==> config.mk <==
export PLATFORM = sky130hd
export DESIGN_NAME = ycbcr_rgb
export DESIGN_NICKNAME = d
export VERILOG_FILES = /design/src/rtl/ycbcr_rgb.sv
export SDC_FILE = /design/constraint.sdc
export NUM_CORES = 2
export LEC_CHECK = 0
export ABC_AREA = 1
export BUFFER_PORTS_ARGS = -buffer_cell sky130_fd_sc_hd__buf_2
export CAP_MARGIN = 20
export CORE_AREA = 5 5 294 296
export CTS_CLUSTER_DIAMETER = 120
export CTS_CLUSTER_SIZE = 16
export DETAILED_ROUTE_END_ITERATION = 10
export DIE_AREA = 0 0 299 301
export PLACE_DENSITY = 0.68
export SETUP_SLACK_MARGIN = 0.2
export SLEW_MARGIN = 30
export SYNTH_ARGS = -nofsm -noshare
export SYNTH_HDL_FRONTEND = slang
export SYNTH_SLANG_ARGS = --single-unit
==> constraint.sdc <==
create_clock -name clk -period 9.77 [get_ports clk]
set_clock_uncertainty 0.1 [all_clocks]
set_input_delay 0.977 -clock clk [delete_from_list [all_inputs] [get_ports clk]]
set_output_delay 0.977 -clock clk [all_outputs]
set_load 0.005 [all_outputs]
==> src/rtl/ycbcr_rgb.sv <==
// ycbcr_rgb: 16-pixel YCbCr -> RGB block converter.
// Two-stage pixel pipeline, one pixel per cycle, fixed latency.
module ycbcr_rgb #(
  parameter int PIXELS = 16,
  parameter int FRAC   = 8
) (
  input  logic                  clk,
  input  logic                  rst_n,
  input  logic                  start,
  input  logic [24*PIXELS-1:0]  din,
  output logic                  all_end,
  output logic [24*PIXELS-1:0]  dout,
  output logic                  busy
);

  localparam int W  = 24 * PIXELS;
  localparam int IW = $clog2(PIXELS);
  localparam logic [IW-1:0] LAST = IW'(PIXELS - 1);

  localparam logic [1:0] IDLE = 2'd0;
  localparam logic [1:0] RUN  = 2'd1;
  localparam logic [1:0] DONE = 2'd2;

  logic [1:0]         state;
  logic [W-1:0]       blk;
  logic [IW-1:0]      idx;
  logic               feed;

  logic               s1_v;
  logic [IW-1:0]      s1_idx;
  logic [7:0]         s1_y;
  logic signed [19:0] s1_pr;
  logic signed [19:0] s1_pg;
  logic signed [19:0] s1_pb;

  logic [W-1:0]       dout_q;
  logic               all_end_q;

  logic [23:0]        px_in;
  logic signed [8:0]  dcb;
  logic signed [8:0]  dcr;
  logic signed [19:0] dcb_w;
  logic signed [19:0] dcr_w;
  logic signed [19:0] yw;
  logic signed [19:0] r_sum;
  logic signed [19:0] g_sum;
  logic signed [19:0] b_sum;
  logic [23:0]        px_out;
  logic               last_wr;

  function automatic logic [7:0] clamp(
    input logic signed [19:0] v
  );
    if (v < 20'sd0)
      return 8'd0;
    else if (v > 20'sd255)
      return 8'd255;
    else
      return v[7:0];
  endfunction

  // pick the latched pixel addressed by idx
  always_comb begin
    px_in = '0;
    for (int i = 0; i < PIXELS; i++)
      if (idx == IW'(i))
        px_in = blk[24*i +: 24];
  end

  assign dcb   = $signed({1'b0, px_in[15:8]}) - 9'sd128;
  assign dcr   = $signed({1'b0, px_in[7:0]}) - 9'sd128;
  assign dcb_w = $signed({{11{dcb[8]}}, dcb});
  assign dcr_w = $signed({{11{dcr[8]}}, dcr});

  assign yw    = $signed({12'd0, s1_y});
  assign r_sum = yw + (s1_pr >>> FRAC);
  assign g_sum = yw - (s1_pg >>> FRAC);
  assign b_sum = yw + (s1_pb >>> FRAC);

  assign px_out  = {clamp(r_sum), clamp(g_sum),
                    clamp(b_sum)};
  assign last_wr = (state == RUN) && s1_v
                   && (s1_idx == LAST);

  // control FSM, input latch and stage 1 products
  always_ff @(posedge clk) begin
    if (!rst_n) begin
      state  <= IDLE;
      blk    <= '0;
      idx    <= '0;
      feed   <= 1'b0;
      s1_v   <= 1'b0;
      s1_idx <= '0;
      s1_y   <= '0;
      s1_pr  <= '0;
      s1_pg  <= '0;
      s1_pb  <= '0;
    end else begin
      s1_v <= 1'b0;
      unique case (state)
        IDLE: begin
          if (start) begin
            blk   <= din;
            idx   <= '0;
            feed  <= 1'b1;
            state <= RUN;
          end
        end
        RUN: begin
          if (feed) begin
            s1_v   <= 1'b1;
            s1_idx <= idx;
            s1_y   <= px_in[23:16];
            s1_pr  <= 20'sd359 * dcr_w;
            s1_pg  <= 20'sd88 * dcb_w
                      + 20'sd183 * dcr_w;
            s1_pb  <= 20'sd454 * dcb_w;
            idx    <= idx + IW'(1);
            if (idx == LAST)
              feed <= 1'b0;
          end
          if (last_wr)
            state <= DONE;
        end
        DONE: begin
          if (!start)
            state <= IDLE;
        end
        default: state <= IDLE;
      endcase
    end
  end

  // stage 2: clamp, write pixel, raise completion
  always_ff @(posedge clk) begin
    if (!rst_n) begin
      dout_q    <= '0;
      all_end_q <= 1'b0;
    end else begin
      if (s1_v)
        for (int i = 0; i < PIXELS; i++)
          if (s1_idx == IW'(i))
            dout_q[24*i +: 24] <= px_out;
      if (last_wr)
        all_end_q <= 1'b1;
      else if (state == DONE && !start)
        all_end_q <= 1'b0;
    end
  end

  assign dout    = dout_q;
  assign all_end = all_end_q;
  assign busy    = (state == RUN);

endmodule

---- Yosys cells after proc, flatten, opt, wreduce, memory -nomap -nowiden ----
Index checks and enable logic that the tools add are counted.
Widths: inputs -> output; s select.
word-level totals
  register bits after elaboration ......... 845
  bits in latches ......................... 0
  bits in writable memories ............... 0
  ROM bits ................................ 0
  bits of input ports ..................... 387
  output and inout bits ................... 386
  memories ................................ 0
cells by class
  add/subtract/negate cells ............... 7
  $mul .................................... 4
  divide/modulo/power cells ............... 0
  magnitude comparators ................... 6
  equal/unequal tests ..................... 36
  shift operators ......................... 0
  muxes and demuxes ....................... 36
  bitwise operators ....................... 0
  reductions and logical operators ........ 31
operators with widths
  cell                   number
  $mux 24                16
  $eq 4x4->1 const B     16
  $mux 8                 6
  $reduce_and 2->1       20
  $gt 12x9->1 const B    3
  $lt 12x1->1 const B    3
  $mul 9x9->18 const A   2
  $eq 4x3->1 const B     8
  $add 9x11->12          2
  $add 17x18->19         1
  $mul 10x9->19 const A  1
  $sub 8x8->9 const B    2
  $eq 4x2->1 const B     4
  $mul 5x9->14 const A   1
  $sub 9x11->12          1
  $eq 4x1->1 const B     2
  $logic_not 4->1        2
  $mux 4                 2
  $pmux 4 s2             1
  $mux 1                 6
  $mux 2                 3
  $pmux 2 s3             1
  $reduce_and 3->1       2
  $add 4x1->4 const B    1
  9 further kinds        14

---- Logic depth before layout (Yosys ltp) ----
  depth after elaboration ................. 20
  mapped depth ............................ 52
  gate-level depth less buffers ........... 50

---- Worst setup path after synthesis ----
Ideal clock, no wire load.
  path kind ............................... flip-flop to flip-flop
  start ................................... register idx[1]
  end ..................................... register s1_pg[14]
  setup time .............................. 115 ps
  arrival time ............................ 7,223 ps
  required time ........................... 9,555 ps
  slack ................................... 2,332 ps
  stages on the path, launching flop included .. 44
  path through ............................ dfxtp_1 inv_1 ha_1 buf_2 nand2_1 inv_2 buf_2 nand2_1 nand3_1 o21ai_0 o21ai_1 a21oi_1 o211ai_1 o211ai_1 nand3_1 nand2_1 nand3_1 nand3_1 [8 not listed] a21oi_1 nand2_1 xor2_1 fa_1 fa_1 fa_1 inv_1 ha_1 a21o_1 a21o_1 a21o_1 a21oi_1 inv_1 a21oi_1 o21ai_0 xor2_1 o21ai_0 inv_1
between the ends
  longest elaborated chain between the ends .. 20
  elaborated cells between the ends (all ways) .. 37
  those cells by class .................... 3 x add/sub; 2 x mul; 15 x eq/ne; 16 x mux; 1 x reduce/logical
ends and longest elaborated chain
  item                                                 line      source
  start: declaration                                   26        logic [IW-1:0] idx;
  start signal: assignment                             118       idx <= idx + IW'(1);
  $logic_not 4->1                                      66        if (idx == IW'(i))
  $mux 24 (15 in series)                               66
  $mux 24 (*)                                          66
  $sub 8x8->9 (on tied branches)                       70, 71
  $mul 5x9->14 / $mul 9x9->18 (equally long branches)  115, 116
  $add 17x18->19 (*)                                   116       + 20'sd183 * dcr_w;
  end signal: assignment                               115       s1_pg <= 20'sd88 * dcb_w
  end: declaration                                     33        logic signed [19:0] s1_pg;
Every way passes the cells marked *; elsewhere a longest branch is shown, timed or not.
A chain may end at the register's enable or synchronous reset.

---- Worst setup path in the final report ----
  start ................................... register idx[1]
  end ..................................... register s1_pg[15]
The elaborated chain is that of the path after synthesis.

==> impl_summary.log <==
[metrics] die footprint: between 80,000 and 90,000 µm²
[metrics] GR Overflow Total: 0
[metrics] fraction of registers with async set/reset: 0%
[metrics] First DRT Iteration DRCs: 3,210
[metrics] number of unique standard cell types used by synthesis: between 50 and 60
[metrics] shortest clock period the worst path allows after layout: 8.83 ns
[metrics] height of the chip: 301 µm
[metrics] maximum number of buffers from clock root to sink: 3
[metrics] number of hold violations in the final report: 0
[metrics] Final TNS setup: 0 ns
[metrics] synthesized area per cell: about 8 µm²
[metrics] endpoint type of the worst setup path: register
[metrics] number of antenna violations at the first check in global routing: 7
[metrics] class of the most critical setup path: reg2reg
[metrics] Crit path buffers/inverters: 6
[metrics] total wire length after detailed routing: 131,000 µm
[metrics] RePlAce Congestion: 0.951
[metrics] Power, Total: 8.41 mW
[metrics] proportion of synthesized chip area in sequential cells: between 40 and 50%
[metrics] Post-Syn Instances: 4,776
[metrics] delay of the slowest cell on the worst path: 0.55 ns
[metrics] count of input and output buffers: 772
[metrics] remaining number of nets flagged by the antenna check after routing: 0
[metrics] count of vias placed by the detailed router: 34,200
[metrics] fin. max-slew vios: 0
[metrics] most area-hungry cell type in the Yosys netlist: sky130_fd_sc_hd__dfxtp_1
[metrics] power density over the cells: 193 nW/µm²
[metrics] number of H-tree levels: 2
[metrics] kind of cell with the highest combined delay on the critical path: adder cells
[metrics] core occupancy in the finished layout: 52.3%
[metrics] worst slack at placement: 1.09 ns
[metrics] P&R area growth vs syn: 16.5%
[metrics] TritonCTS Buffers: 57
[metrics] Core Rows: 106
[metrics] share of post-route cells with drive strength above 1: 20.2%
[metrics] number of vias per cell: 5.34
[metrics] run status: finished, final reports clean
[metrics] synthesis-stage register bit count: 822
[metrics] cell area after layout: 43,600 µm²
[metrics] summed instance area of the synthesized netlist: 37,400 µm²
[metrics] setup repair after global routing missed its margin: false
[metrics] area post-placement: 42,000 µm²
[metrics] crit share post-route: between 90% and 100%
[metrics] remaining design rule violation count: 0
[metrics] clock transition at the register clock pins on the worst setup and hold paths after CTS: 0.08 ns
[metrics] cell seen most often among critical-path stages: sky130_fd_sc_hd__nand2_1
[metrics] count of instances resized after the clock tree is built: 0
[metrics] number of enable-type register cells in the synthesized netlist: 0
[metrics] worst path setup slack after routing: 0.944 ns
[metrics] warnings from Yosys: 0
[metrics] static leakage: 20.5 nW
[metrics] max_cap viols: 0
[metrics] Synth Flop Type: sky130_fd_sc_hd__dfxtp_1
[metrics] number of hold-repair buffers added at the cts stage: 0
[metrics] TritonCTS clock tree: yes
[metrics] maximum fanout count along the critical path: 15
[metrics] routed length per instance: 20.5 µm
[metrics] core outline area: 83,300 µm²
[metrics] Arrival @ worst endpoint: ~9.3 ns
[metrics] number of clock sinks: between 800 and 900
[metrics] detailed-route wire length on metal 1: 55,100 µm
[metrics] TritonRoute pass-1 iters: 6
[metrics] effective utilization at floorplan: 44.9%
[metrics] wire length on met3: approximately 9100 µm
[metrics] worst skew pair latency: 0.66 ns
[metrics] Highest Signal Layer: met5
[metrics] vias in the first global route: 32,100
[metrics] Synthesized Nets: 5,410
[metrics] met2 wire len: 61,200 µm
[metrics] class of the most critical hold timing path: reg2reg
[metrics] GRT Resource Usage Total: 27.7%
[metrics] Max VDD drop: 0.158 mV
[metrics] wire length of the first global-routing pass: 195,000 µm
[metrics] Total Nets Final: 5,952
[metrics] largest net degree at the start of global routing: approximately 260
[metrics] Worst Max-Slew Pin Slew: 1.02 ns
[metrics] half-perimeter wire length of the detailed placement result: a little under 100,000 µm
[metrics] required time at the endpoint of the critical path: between 10 and 15 ns
[metrics] area fraction of the dominant cell type after synthesis: ~44%
[metrics] remaining max-slew budget at the tightest pin: 31.5%
[metrics] number of buffers inserted by post-CTS setup repair: 0
[metrics] peak clock frequency supported by timing: 0.113 GHz
[metrics] number of I/O pins: 773
[metrics] Clk Tree Root Cell: sky130_fd_sc_hd__clkbuf_16
[metrics] number of failing setup endpoints in the final timing report: 0
[metrics] CP Launch Type: register
[metrics] leading cell types by total area after synthesis: sky130_fd_sc_hd__dfxtp_1, sky130_fd_sc_hd__o21ai_0, sky130_fd_sc_hd__nor2_1
[metrics] cell type of the slowest stage on the worst timing path: sky130_fd_sc_hd__nor2_2
[metrics] Die X-Extent: ~300 µm
-- placed cells by master (no fill, tap or decap), types with 3 or more instances in the layout --
cell,count
sky130_fd_sc_hd__or2_2,24
sky130_fd_sc_hd__o2111ai_1,4
sky130_fd_sc_hd__xor2_1,34
sky130_fd_sc_hd__o211ai_1,36
sky130_fd_sc_hd__nand2_1,425
sky130_fd_sc_hd__nor2_2,12
sky130_fd_sc_hd__fa_1,70
sky130_fd_sc_hd__o21ai_2,15
sky130_fd_sc_hd__nor2_4,13
sky130_fd_sc_hd__o21ai_4,10
sky130_fd_sc_hd__inv_2,10
sky130_fd_sc_hd__o21bai_1,25
sky130_fd_sc_hd__clkbuf_16,58
sky130_fd_sc_hd__ha_1,177
sky130_fd_sc_hd__nor2_1,812
sky130_fd_sc_hd__xnor2_1,17
sky130_fd_sc_hd__nand3b_1,5
sky130_fd_sc_hd__inv_1,298
sky130_fd_sc_hd__dfxtp_1,822
sky130_fd_sc_hd__a21oi_2,83
sky130_fd_sc_hd__a21oi_1,473
sky130_fd_sc_hd__buf_16,10
sky130_fd_sc_hd__a211oi_1,9
sky130_fd_sc_hd__o21ai_0,857
sky130_fd_sc_hd__a31oi_1,3
sky130_fd_sc_hd__nand4_1,21
sky130_fd_sc_hd__o21ai_1,16
sky130_fd_sc_hd__buf_2,771
sky130_fd_sc_hd__buf_4,44
sky130_fd_sc_hd__a21o_1,5
sky130_fd_sc_hd__nand2_2,3
sky130_fd_sc_hd__nand3_1,122
-- worst min-delay path, stage by stage (launching register included) --
cell and delay (ns):
sky130_fd_sc_hd__dfxtp_1 0.30, sky130_fd_sc_hd__inv_1 0.05, sky130_fd_sc_hd__a21oi_1 0.05
-- final cells by class --
type	instances	area, µm²
inverter	312	1190
multi-input combinational	3295	18500
clock inverter	4	51.3
antenna	2	5.00
timing repair buffer	830	4540
clock buffer	59	1470
tap	1080	1350
fill	8109	39700
sequential	822	16500
-- sequential cells by signal, summed over array words and instances (netlist names), 2 cells and up --
| register | flops |
|---|---|
| s1_pg | 11 |
| s1_pb | 11 |
| s1_idx | 4 |
| dout | 384 |
| state | 2 |
| idx | 4 |
| s1_y | 8 |
| s1_pr | 11 |
| blk | 384 |
-- cells by family (layout without fill, tap and decap cells) --
group                      count (synthesis)  in the layout  synth area share, %
DFF                                      822            822                 44.0
buffers and inverters                    659           1205                 6.86
xor gates and xnor gates                  53             53                 1.28
AOI/OAI and AO/OA                       1546           1546                 22.7
other                                      0              2                    0
and+or+nand+nor                         1449           1449                 15.5
adders and majority gates                247            247                 9.67
-- cell usage after synthesis, drive strengths merged, types with 5 or more instances --
cell	number
a211oi	9
nand3b	5
xor2	36
o21ai	898
a21oi	556
or2	27
ha	177
a21o	5
nor2	837
fa	70
dfxtp	822
inv	310
nand3	122
buf	33
o21bai	26
nand2	429
nand4	22
o211ai	37
xnor2	17
clkbuf	314
-- metrics by stage --
step,instances,hold WS (ns)
2_1_floorplan,4776,0.325
3_3_place_gp,6329,0.341
3_5_place_dp,6338,0.343
4_1_cts,6401,0.354
5_1_grt,6404,0.373
6_report,6404,0.353
-- where the power goes --
part	leakage, nW	switching (mW)	internal, mW
Clock	0.742	1.18	1.06
Sequential	6.72	0.0958	3.50
Combinational	13.0	1.68	0.899
-- layer usage --
metal  vias to the layer above  GRT usage [%]
li1                      16800              -
met1                     15800           36.0
met2                      1308           46.1
met3                       252           4.64
met4                        10           11.0
met5                         -              0
-- path summary, 6_finish.rpt --
| kind | startpoint | to | slack, ns | cells after the start |
|---|---|---|---|---|
| worst min-delay path | blk[45] | blk[45] | 0.35 | 2 |
| worst max register to register | idx[1] | s1_pg[15] | 0.94 | 43 |
| worst max-delay path | idx[1] | s1_pg[15] | 0.94 | 43 |
| worst min register to register | blk[45] | blk[45] | 0.35 | 2 |
(Power assumes the default switching activity.)
